## config.mk

```make
export PLATFORM = sky130hd
export DESIGN_NAME = sent_tx_pulse_gen
export DESIGN_NICKNAME = d
export VERILOG_FILES = /design/src/rtl/sent_tx_pulse_gen.sv
export SDC_FILE = /design/constraint.sdc
export NUM_CORES = 1
export LEC_CHECK = 0
export BUFFER_PORTS_ARGS = -buffer_cell sky130_fd_sc_hd__buf_2
export CORE_MARGIN = 5
export CORE_UTILIZATION = 50
export CTS_CLUSTER_DIAMETER = 120
export DETAILED_ROUTE_END_ITERATION = 6
export PLACE_DENSITY = 0.64
export SLEW_MARGIN = 30
export SYNTH_ARGS = -nofsm -noshare
export SYNTH_HDL_FRONTEND = slang
export SYNTH_SLANG_ARGS = --single-unit
```

## constraint.sdc

```tcl
create_clock -name clk_tx -period 4 [get_ports clk_tx]
set_input_delay 0.2 -clock clk_tx [delete_from_list [all_inputs] [get_ports clk_tx]]
set_output_delay 0.2 -clock clk_tx [all_outputs]
set_load 0.05 [all_outputs]
```

## src/rtl/sent_tx_pulse_gen.sv

```systemverilog
`default_nettype none
// ============================================================================
// Module   : sent_tx_pulse_gen
// Purpose  : SENT transmitter physical-layer symbol generator. It turns
//            per-symbol requests (sync / pause / pulse + nibble) into the
//            single-wire SENT waveform and returns the pulse_done handshake.
// Revision : 1.0 - initial release
// ============================================================================
module sent_tx_pulse_gen #(
  parameter int TICK_DIV    = 3,   // clk_tx cycles per SENT tick
  parameter int LOW_TICKS   = 5,   // low-phase length of every symbol (ticks)
  parameter int PAUSE_TICKS = 12,  // pause pulse length (ticks)
  parameter int DONE_LEAD   = 4    // pulse_done lead before symbol end (clocks)
) (
  input  logic       clk_tx,
  input  logic       reset_tx,     // asynchronous, active-low
  input  logic       sync,
  input  logic       pause,
  input  logic       pulse,
  input  logic       idle,
  input  logic [3:0] data_nibble,
  output logic       sent_out,
  output logic       pulse_done,
  output logic       busy,
  output logic       tick
);

  typedef enum logic [1:0] {
    IDLE      = 2'd0,
    SYM_SYNC  = 2'd1,
    SYM_NIB   = 2'd2,
    SYM_PAUSE = 2'd3
  } state_t;

  localparam logic [15:0] c_DIV         = 16'(TICK_DIV);
  localparam logic [15:0] c_DIV_LAST    = 16'(TICK_DIV - 1);
  localparam logic [15:0] c_LOW_CLKS    = 16'(LOW_TICKS * TICK_DIV);
  localparam logic [15:0] c_DONE_LEAD   = 16'(DONE_LEAD);
  localparam logic [15:0] c_SYNC_TICKS  = 16'd56;
  localparam logic [15:0] c_NIB_BASE    = 16'd12;
  localparam logic [15:0] c_PAUSE_TICKS = 16'(PAUSE_TICKS);

  state_t      r_state, w_state_nxt, w_dec_state;
  logic [15:0] r_cnt, w_cnt_nxt;          // clocks remaining in symbol, minus one
  logic [15:0] r_elapsed, w_elapsed_nxt;  // clocks elapsed in symbol
  logic [15:0] r_pre, w_pre_nxt;          // tick prescaler
  logic        r_out, w_out_nxt;
  logic        r_done, w_done_nxt;
  logic [15:0] w_len_ticks;
  logic [15:0] w_len_clks;
  logic        w_boundary;

  // Request decode: idle blocks everything, then sync > pause > pulse.
  // The nibble is folded into the loaded length here, so holding the
  // counter holds the captured nibble for the whole symbol.
  always_comb begin
    w_dec_state = IDLE;
    w_len_ticks = 16'd0;
    if (!idle) begin
      if (sync) begin
        w_dec_state = SYM_SYNC;
        w_len_ticks = c_SYNC_TICKS;
      end else if (pause) begin
        w_dec_state = SYM_PAUSE;
        w_len_ticks = c_PAUSE_TICKS;
      end else if (pulse) begin
        w_dec_state = SYM_NIB;
        w_len_ticks = c_NIB_BASE + {12'd0, data_nibble};
      end
    end
    w_len_clks = w_len_ticks * c_DIV;
    w_boundary = (r_state == IDLE) || (r_cnt == 16'd0);
  end

  // Next-state and next-output logic; outputs are computed one clock
  // ahead so that sent_out and pulse_done come straight from flops.
  always_comb begin
    w_state_nxt   = r_state;
    w_cnt_nxt     = r_cnt;
    w_elapsed_nxt = r_elapsed;
    w_pre_nxt     = r_pre;
    w_out_nxt     = 1'b1;
    w_done_nxt    = 1'b0;
    if (w_boundary) begin
      w_state_nxt   = w_dec_state;
      w_elapsed_nxt = 16'd0;
      w_pre_nxt     = 16'd0;
      if (w_dec_state != IDLE) begin
        w_cnt_nxt = w_len_clks - 16'd1;
        w_out_nxt = 1'b0;
      end else begin
        w_cnt_nxt = 16'd0;
      end
    end else begin
      w_cnt_nxt     = r_cnt - 16'd1;
      w_elapsed_nxt = r_elapsed + 16'd1;
      w_pre_nxt     = (r_pre == c_DIV_LAST) ? 16'd0 : r_pre + 16'd1;
      w_out_nxt     = !((r_elapsed + 16'd1) < c_LOW_CLKS);
      w_done_nxt    = (r_cnt == c_DONE_LEAD);
    end
  end

  // State, counters and registered line outputs.
  always_ff @(posedge clk_tx or negedge reset_tx) begin
    if (!reset_tx) begin
      r_state   <= IDLE;
      r_cnt     <= 16'd0;
      r_elapsed <= 16'd0;
      r_pre     <= 16'd0;
      r_out     <= 1'b1;
      r_done    <= 1'b0;
    end else begin
      r_state   <= w_state_nxt;
      r_cnt     <= w_cnt_nxt;
      r_elapsed <= w_elapsed_nxt;
      r_pre     <= w_pre_nxt;
      r_out     <= w_out_nxt;
      r_done    <= w_done_nxt;
    end
  end

  assign sent_out   = r_out;
  assign pulse_done = r_done;
  assign busy       = (r_state != IDLE);
  assign tick       = busy && (r_pre == c_DIV_LAST);

endmodule
`default_nettype wire

```

==> flow_summary.toml <==
[timing]
setup_viol = 0
pnr_worst_setup_slack_ns = 1.36
worst_slew_margin_rel_pct = 56.2
fmaxAchievable_mhz = 378
tns_ns = 0
timing_worst_slew_pin_value_ns = 0.657
clock-skew-final_ns = 0.00868
min_clock_period_post_route_ns = 2.64
hold_violations = 3
min_period_over_period_pct = 66.1
whs_ns = -0.00402
rsz0062_at_grt = "no"
count_of_pins_over_their_slew_limit = 0

[clock_network]
tritoncts = "built"
clock-sinks = 52
cts-root-buf = "sky130_fd_sc_hd__clkbuf_8"
cts_hold_buffers = 0
cts-root-to-sink-buffers = 2
resized_gates_after_cts = 0
cts_made_buffers = 5
total_setup_buffers_inserted_after_cts = 0
worst_setup_hold_path_clk_slew_ns = 0.10
h_tree_levels = 2
clock_latency_ns = 0.31

[setup_path]
r2r_cells = 6
crit_slowest_cell = "sky130_fd_sc_hd__or4_4"
path_depth = 6
crit_path_frequent_cell = "sky130_fd_sc_hd__or4_4"
path_delay_family = "simple AND/OR/NAND/NOR gates"
worstPathRequired_ns = 4.23
worst-r2r-setup-slack_ns = 1.36
critPathMaxFanout = 18
critical_path.startpoint_type = "flop"
crit_path_cell_trace = "or4_4 > or4_4 > o21ai_4 > buf_4 > nand2_1 > o22ai_1"
cp.buffers_inverters = 1
max_stage_delay_ns = 0.56
timing.critical_path.to_type = "flop"
criticalPathCategory = "reg -> reg"
critPathArrivalTime_ns = 2.87

[layout]
final_core_utilization_pct = 54.8
antenna_cells_inserted = 0
finalInstanceArea_um2 = 3440
layout_common_cells = "51 x sky130_fd_sc_hd__dfrtp_1, 46 x sky130_fd_sc_hd__nor2_1, 27 x sky130_fd_sc_hd__xnor2_1, 19 x sky130_fd_sc_hd__xor2_1, 18 x sky130_fd_sc_hd__inv_1"
finish.cell_count_without_fillers = 430
fraction_of_final_layout_cells_with_drive_strength_greater_than_1_pct = 11.6
layout.cells.most_common = "sky130_fd_sc_hd__dfrtp_1"
area.growth.synth_to_final_pct = 7.84
finalNetCount = 379
final.fill_count = 579

[place]
dp_worst_setup_slack_ns = 1.10
place_area_um2 = 3330
place.gp.congestion = 0.793
portBuffers = 13
place_hpwl_mm = 4.33
dpl.cell_count = 422

[synthesis]
asyncSetResetFlopFracSynth_pct = 100
synth_nets = 365
synth-edff-count = 0
netlist_instances = 338
synth-seq-area-share_pct = 40.8
mappedNetlistArea_um2 = 3190
yosys_register_bits = 52
post_synth.cell_area_avg_um2 = 9.44
synth-main-ff-cell = "sky130_fd_sc_hd__dfrtp_1"
post_synth_num_cell_types = 54
ys.warnings.count = 0

[floorplanning]
placeableCoreArea_um2 = 6280
floorplan.die.width_um = 89.9
chipHeight_um = 89.9
start_util_pct = 50.8
dieArea_um2 = 8080
io_pins = 14
floorplan.rows = 29

[global_routing]
grt_first_pass_wirelength_mm = 10.7
grt_pass1_vias = 2326
gr-total-overflow = 0
grt_antenna_before_repair = 0
pin_count_of_the_biggest_net_entering_global_routing = 53
groute.usage.overall_pct = 15.5

[detailed_routing]
drt.antenna.violating_nets = 0
routed_via_density = 5.57
detailedRoute.firstIterationViolations = 106
routedWlPerCell_um = 13.9
vias = 2394
route.final.wire_length_mm = 5.96
drt_drc_violations_left = 0
drt_pre_antenna_iters = 4

[run_status]
failed_checks = "hold timing"
run_status = "finished with violations"

[worst_hold_path]
hold_path_class = "in -> async"

[power_and_ir_drop]
irDropWorstVdd_mv = 0.197
power_leakage_nw = 1.53
power.density_cell_area_nw_per_um2 = 286

[job]
maxCapViolCount = 0
-- layer usage --
| metal | up-vias | GRT usage (%) | part of all wire [%] |
|---|---|---|---|
| met5 | - | 0 | 0 |
| met4 | 0 | 4.22 | 1.1 |
| met3 | 6 | 2.59 | 2.3 |
| met2 | 29 | 25.4 | 48 |
| met1 | 1147 | 21.1 | 49 |
| li1 | 1212 | - | - |
-- cells in the mapped netlist, types with 2 or more instances --
cell,count,share of area (%)
sky130_fd_sc_hd__nand2_1,14,1.6
sky130_fd_sc_hd__mux2_2,2,0.71
sky130_fd_sc_hd__o21ai_0,12,1.9
sky130_fd_sc_hd__or2_2,4,0.78
sky130_fd_sc_hd__a31o_2,2,0.55
sky130_fd_sc_hd__dfrtp_1,51,40
sky130_fd_sc_hd__nand2b_1,3,0.59
sky130_fd_sc_hd__nor4_1,5,0.98
sky130_fd_sc_hd__nor2b_1,4,0.78
sky130_fd_sc_hd__a41o_1,2,0.63
sky130_fd_sc_hd__and4_1,4,1.1
sky130_fd_sc_hd__clkbuf_1,5,0.59
sky130_fd_sc_hd__a21oi_1,7,1.1
sky130_fd_sc_hd__o22ai_1,7,1.4
sky130_fd_sc_hd__or3_1,4,0.78
sky130_fd_sc_hd__a31o_1,2,0.55
sky130_fd_sc_hd__xor2_1,19,5.2
sky130_fd_sc_hd__and3_1,7,1.4
sky130_fd_sc_hd__ha_1,16,6.3
sky130_fd_sc_hd__buf_2,3,0.47
sky130_fd_sc_hd__buf_6,2,0.71
sky130_fd_sc_hd__mux2i_1,2,0.63
sky130_fd_sc_hd__a21o_1,2,0.47
sky130_fd_sc_hd__nand3_1,14,2.2
sky130_fd_sc_hd__nor3_1,10,1.6
sky130_fd_sc_hd__nor2_1,46,5.4
sky130_fd_sc_hd__xnor2_1,27,7.4
sky130_fd_sc_hd__or4_4,2,0.71
sky130_fd_sc_hd__nor3b_1,3,0.71
sky130_fd_sc_hd__nand4bb_1,2,0.71
sky130_fd_sc_hd__a21boi_0,2,0.47
sky130_fd_sc_hd__a31oi_1,2,0.39
sky130_fd_sc_hd__and2_1,4,0.78
sky130_fd_sc_hd__inv_1,18,2.1
sky130_fd_sc_hd__nand4_1,8,1.6
sky130_fd_sc_hd__or4_1,3,0.71
-- where the power goes --
part	switching (W)	leakage [nW]	internal [W]
clock network	0.000184	0.0548	0.000189
logic	0.0000519	0.833	0.0000352
registers	0	0.643	0.000525
total	0.000236	1.53	0.000749
-- state kept, by name, indices dropped and copies added, names as in the netlist --
signal / cells
r_cnt: 16
r_elapsed: 16
r_pre: 16
r_state: 2
pulse_done: 1
sent_out: 1
-- kinds of logic after synthesis --
group	count (synthesis)	synth area share, %
AO/OA/AOI/OAI	46	9.80
XOR/XNOR	46	12.6
adder cells (fa/ha/maj)	17	6.90
buffers and inverters	28	3.88
flip-flops	52	40.8
multiplexers	4	1.33
AND/OR/NAND/NOR	145	24.6
-- metrics by stage --
stage / total power [W] / hold slack [ns]
finish: 0.000986 / -0.00402
global route: 0.00102 / 0.0502
floorplan: 0.000592 / -0.0956
detailed placement: 0.000624 / 0.362
CTS: 0.000995 / 0.0230
global placement: 0.000623 / 0.357
-- area by class of cell --
class | instances | area, um^2 | share of cell area (%)
Clock buffer | 5 | 68.8 | 2.00
Inverter | 18 | 67.6 | 1.96
Multi-Input combinational cell | 258 | 1760 | 51.3
Sequential cell | 52 | 1300 | 37.9
Timing Repair Buffer | 17 | 95.1 | 2.76
Tap cell | 77 | 96.3 | 2.80
Clock inverter | 3 | 46.3 | 1.35
-- worst paths after layout --
kind	from	end
worst max-delay path	r_cnt[9]$_DFF_PN0_	r_cnt[4]$_DFF_PN0_
worst min-delay path	reset_tx	r_pre[3]$_DFF_PN0_
worst max register to register	r_cnt[9]$_DFF_PN0_	r_cnt[4]$_DFF_PN0_
worst min register to register	r_state[1]$_DFFE_PN0N_	r_state[1]$_DFFE_PN0N_
max in group asynchronous	reset_tx	r_elapsed[1]$_DFF_PN0_
min in group clk_tx	data_nibble[0]	r_cnt[0]$_DFF_PN0_
No activity file was read; power rests on OpenSTA's default activity.
